File: config.mk
export PLATFORM = sky130hd
export DESIGN_NAME = fx2_in_arbiter
export DESIGN_NICKNAME = d
export VERILOG_FILES = /design/src/rtl/fx2_in_arbiter.sv
export SDC_FILE = /design/constraint.sdc
export NUM_CORES = 1
export LEC_CHECK = 0
export BUFFER_PORTS_ARGS = -buffer_cell sky130_fd_sc_hd__buf_2
export CAP_MARGIN = 20
export CELL_PAD_IN_SITES_DETAIL_PLACEMENT = 1
export CELL_PAD_IN_SITES_GLOBAL_PLACEMENT = 1
export CORE_MARGIN = 1.5
export CORE_UTILIZATION = 36
export CTS_CLUSTER_DIAMETER = 50
export DETAILED_ROUTE_END_ITERATION = 16
export GPL_TIMING_DRIVEN = 0
export PLACE_DENSITY_LB_ADDON = 0.1
export REMOVE_ABC_BUFFERS = 1
export SYNTH_ARGS = -nofsm -noshare
export SYNTH_HDL_FRONTEND = slang
export SYNTH_SLANG_ARGS = --single-unit
File: constraint.sdc
create_clock -name clk -period 5.2 [get_ports clk]
set_input_delay 1.04 -clock clk [delete_from_list [all_inputs] [get_ports clk]]
set_output_delay 1.04 -clock clk [all_outputs]
set_load 0.005 [all_outputs]
File: src/rtl/fx2_in_arbiter.sv
// Shares the FX2 IN byte path between the timetag sample stream and the command-reply stream.
// Switches source only at record/packet boundaries; replies have priority, tempered by a sample quota.
module fx2_in_arbiter #(
  parameter int RECORD_BYTES   = 6,
  parameter int MIN_SAMPLE_REC = 1,
  parameter int MAX_REPLY_LEN  = 64
) (
  input  logic       clk,
  input  logic       reset_n,
  input  logic [7:0] sample,
  input  logic       sample_rdy,
  output logic       sample_ack,
  input  logic [7:0] reply,
  input  logic       reply_rdy,
  input  logic       reply_end,
  output logic       reply_ack,
  output logic [7:0] out_data,
  output logic       out_rdy,
  input  logic       out_ack,
  output logic       out_end,
  output logic       grant_reply,
  output logic       reply_overrun,
  output logic [1:0] fsm_state
);

  // Handshake: a byte moves on a cycle where out_rdy & out_ack are both high;
  // the granted source sees its ack in that same cycle, nothing is registered.

  localparam int BW = $clog2(RECORD_BYTES);
  localparam int RW = (MAX_REPLY_LEN > 1) ? $clog2(MAX_REPLY_LEN) : 1;
  localparam int QW = (MIN_SAMPLE_REC > 0) ? $clog2(MIN_SAMPLE_REC + 1) : 1;

  localparam logic [1:0] IDLE   = 2'd0;
  localparam logic [1:0] SAMPLE = 2'd1;
  localparam logic [1:0] REPLY  = 2'd2;

  localparam logic [BW-1:0] BCNT_LAST  = BW'(RECORD_BYTES - 1);
  localparam logic [RW-1:0] RCNT_LAST  = RW'(MAX_REPLY_LEN - 1);
  localparam logic [QW-1:0] QUOTA_LOAD = QW'(MIN_SAMPLE_REC);

  logic [1:0]    state;
  logic [BW-1:0] bcnt;
  logic [RW-1:0] rcnt;
  logic [QW-1:0] quota;
  logic          xfer;
  logic          rcnt_last;

  assign fsm_state = state;
  assign rcnt_last = (rcnt == RCNT_LAST);
  assign xfer      = out_rdy & out_ack;

  // Outputs are forced low while reset is asserted so an abandoned
  // record or packet never produces an ack or an out_end.
  always_comb begin
    out_data    = 8'h00;
    out_rdy     = 1'b0;
    out_end     = 1'b0;
    sample_ack  = 1'b0;
    reply_ack   = 1'b0;
    grant_reply = 1'b0;
    if (reset_n) begin
      case (state)
        SAMPLE: begin
          out_data   = sample;
          out_rdy    = sample_rdy;
          sample_ack = sample_rdy & out_ack;
        end
        REPLY: begin
          out_data    = reply;
          out_rdy     = reply_rdy;
          out_end     = reply_rdy & (reply_end | rcnt_last);
          reply_ack   = reply_rdy & out_ack;
          grant_reply = 1'b1;
        end
        default: ;
      endcase
    end
  end

  always_ff @(posedge clk) begin
    if (!reset_n) begin
      state         <= IDLE;
      bcnt          <= '0;
      rcnt          <= '0;
      quota         <= '0;
      reply_overrun <= 1'b0;
    end else begin
      case (state)
        IDLE: begin
          bcnt <= '0;
          rcnt <= '0;
          if (reply_rdy && quota == '0) begin
            state <= REPLY;
          end else if (sample_rdy) begin
            state <= SAMPLE;
          end else if (reply_rdy) begin
            state <= REPLY;
            quota <= '0;
          end
        end
        SAMPLE: begin
          if (xfer) begin
            if (bcnt == BCNT_LAST) begin
              state <= IDLE;
              bcnt  <= '0;
              if (quota != '0) quota <= quota - 1'b1;
            end else begin
              bcnt <= bcnt + 1'b1;
            end
          end
        end
        REPLY: begin
          if (xfer) begin
            if (out_end) begin
              state <= IDLE;
              rcnt  <= '0;
              quota <= QUOTA_LOAD;
              // Forced end at the length limit: the rest arrives as a new packet.
              if (rcnt_last && !reply_end) reply_overrun <= 1'b1;
            end else begin
              rcnt <= rcnt + 1'b1;
            end
          end
        end
        default: state <= IDLE;
      endcase
    end
  end

endmodule
==> results_dict.tcl <==
set metrics [dict create \
    run_status "completed" \
    cts-root-buf "clkbuf_4" \
    area_delta_synth_final_pct 23.33 \
    vias 1073 \
    yosysSeqAreaShare 0.2667 \
    synthDominantCellAreaShare 0.2667 \
    setup_viol 0 \
    pre_cts_slack_ns 2.230 \
    rsz0062_at_grt "no" \
    antenna_found_initial 0 \
    power.switching_uw 209.3 \
    drt-initial-drc-count 20 \
    clk_path_buf_depth 2 \
    routedWlPerCell_um 14.19 \
    via_per_inst 5.531 \
    synthMuxAreaShare 0.04231 \
    dieWidth_um 55.07 \
    path_max_fanout 20 \
    die_area_um2 3032 \
    synth_edf_count 0 \
    diodes 0 \
    core_area_um2 2522 \
    synth_cells 128 \
    cap_violations 0 \
    synth_top_family_by_area "simple AND/OR/NAND/NOR gates" \
    totalWireLength_um 2752 \
    period_share 0.5675 \
    grt_use_total 0.2105 \
    drv_slew 0 \
    grt_pass1_wl_um 4519 \
    cp_data_arrival_time_ns 1.91 \
    ir_worst_vdd_mv 0.2403 \
    syn_area_um2 975.9 \
    cellInternalPower_uw 242.8 \
    first_pass_iters 4 \
    cts_resized 0 \
    leakagePower_uw 0.0004769 \
    end_kind "output pin" \
    postCtsSetupBuffers 0 \
    synth_compound_area_frac 0.2718 \
    drc 0 \
    nNetsFinal 193 \
    finalSetupTns_ns 0 \
    slew_headroom 0.6084 \
    clock-sinks 13 \
    postRouteAntennaNets 0 \
    synth-xor-area-share 0 \
    postLayoutCoreUtil 0.4772 \
    n_fill_cell 346 \
    worst_slack_ns 2.249 \
    switching_share 0.4629 \
    numPortBuffers 37 \
    yosys_warnings 0 \
    total_power_uw 452.1 \
    comb_power_share 0.572 \
    synth-seq-cells 13 \
    seq_power_share 0.274 \
    worst_pin_slew_ns 0.5874 \
    fp.dieH_um 55.07 \
    ys_types 36 \
    finClkSkew_ns 0.008122 \
    ios 38 \
    hp-class "reg -> reg" \
    finalCriticalPeriod_ns 2.951 \
    startpoint_type "input pin" \
    yosys-top-cells-area "dfxtp_1 (27%), nand2_1 (8.5%), ha_1 (7.7%), nor2_1 (7.3%), a22oi_1 (6.2%)" \
    max_freq_mhz 338.9 \
    gr-total-overflow 0 \
    dp.final_hpwl_um 2172 \
    cts_buffers 3 \
    synthArstFlopShare 0 \
    yosys.area.top_type "dfxtp_1" \
    clockPowerShare 0.153 \
    start_util 0.3869 \
    hold_violations 0 \
    num_rows 18 \
    path_class "in -> out" \
    cts_hold_buf 0 \
    ys.flop_type "dfxtp_1" \
    drive_above_1_share 0.2988 \
    powerDensity_nw_per_um2 375.6 \
    synth_simple_gate_area_share 0.3013 \
    required_ns 4.16 \
    synth_fa_ha_area_frac 0.07692 \
    cts.clk_slew.worst_paths_ns 0.10 \
    clk_latency_ns 0.29 \
    avgSynthCellArea_um2 7.625 \
    cts_tree "yes" \
    htreeDepth 1 \
    grt_pass1_vias 971 \
    grt_start_max_net_pins 21 \
    gp_congestion 0.7967 \
]
-- cell usage in the layout, fill, tap and decap left out, drive strengths merged, types with 2 or more instances in the layout --
cell	netlist	routed
a21boi	2	2
a21oi	6	6
a22oi	9	9
buf	3	37
clkbuf	2	4
dfxtp	13	13
ha	6	6
inv	5	5
mux2i	3	3
nand2	22	22
nand2b	3	3
nand3	12	12
nor2	20	20
o21ai	5	5
o31ai	2	2
-- per-stage QoR --
stage | instances | hold WS [ns] | area [um2]
2_1_floorplan | 123 | 0.4456 | 954.7
3_3_place_gp | 190 | 0.4435 | 1177
3_5_place_dp | 190 | 0.4704 | 1177
4_1_cts | 194 | 0.4902 | 1204
5_1_grt | 194 | 0.5236 | 1204
6_report | 194 | 0.4848 | 1204
-- sequential cells by signal, summed over array words and instances (netlist names) --
name and flops:
bcnt 3, fsm_state 2, quota 1, rcnt 6, reply_overrun 1
-- kinds of logic (layout without fill, tap and decap cells) --
| family | after synthesis | after routing |
|---|---|---|
| multiplexers | 4 | 4 |
| buffers and inverters | 10 | 46 |
| adder cells (fa/ha/maj) | 6 | 6 |
| flip-flops | 13 | 13 |
| AO/OA/AOI/OAI | 32 | 32 |
| AND/OR/NAND/NOR | 63 | 63 |
-- cells in the mapped netlist (2+ instances only) --
cell / n
nor2_1: 19
a21oi_1: 5
ha_1: 6
nand3_2: 2
mux2i_1: 3
inv_1: 5
o21ai_0: 5
nand2_1: 22
nand3_1: 10
a22oi_1: 8
buf_2: 2
clkbuf_1: 2
dfxtp_1: 13
nand2b_1: 3
a21boi_0: 2
-- critical path, cell delays in order --
cell and delay [ns]:
buf_2 0.30, nand2_1 0.28, nor2_1 0.16, buf_2 0.13
-- final timing paths --
check	startpoint	to	slack (ns)	cells past startpoint
worst min-delay path	bcnt[1]	bcnt[1]	0.48	2
worst max-delay path	reset_n	out_rdy	2.25	4
worst min register to register	bcnt[1]	bcnt[1]	0.48	2
worst max register to register	fsm_state[0]	quota	2.92	7
-- per-layer routing --
layer / up-vias / GRT usage / routed length, um
met5: - / 0 / 0
met3: 4 / 0.02419 / 90
met4: 0 / 0.07317 / 31
met2: 21 / 0.3651 / 1377
met1: 516 / 0.2679 / 1253
li1: 532 / - / -
-- power groups by stage --
stage	clock network, uW	registers (uW)	logic [uW]
2_1_floorplan	0	124	191
3_3_place_gp	0	125	251
3_5_place_dp	0	126	261
4_1_cts	73.9	124	262
5_1_grt	76.8	127	285
6_report	69.4	124	259
-- layout make-up --
class,count,area [um2],share of cell area
well taps,30,37.54,0.03119
repair buffers,37,185.2,0.1538
clock buffers,4,26.28,0.02183
flip-flops and latches,13,260.3,0.2162
inverters,5,18.77,0.01559
multi-input cells,105,675.6,0.5613
Power figures use the tool's default switching activity.
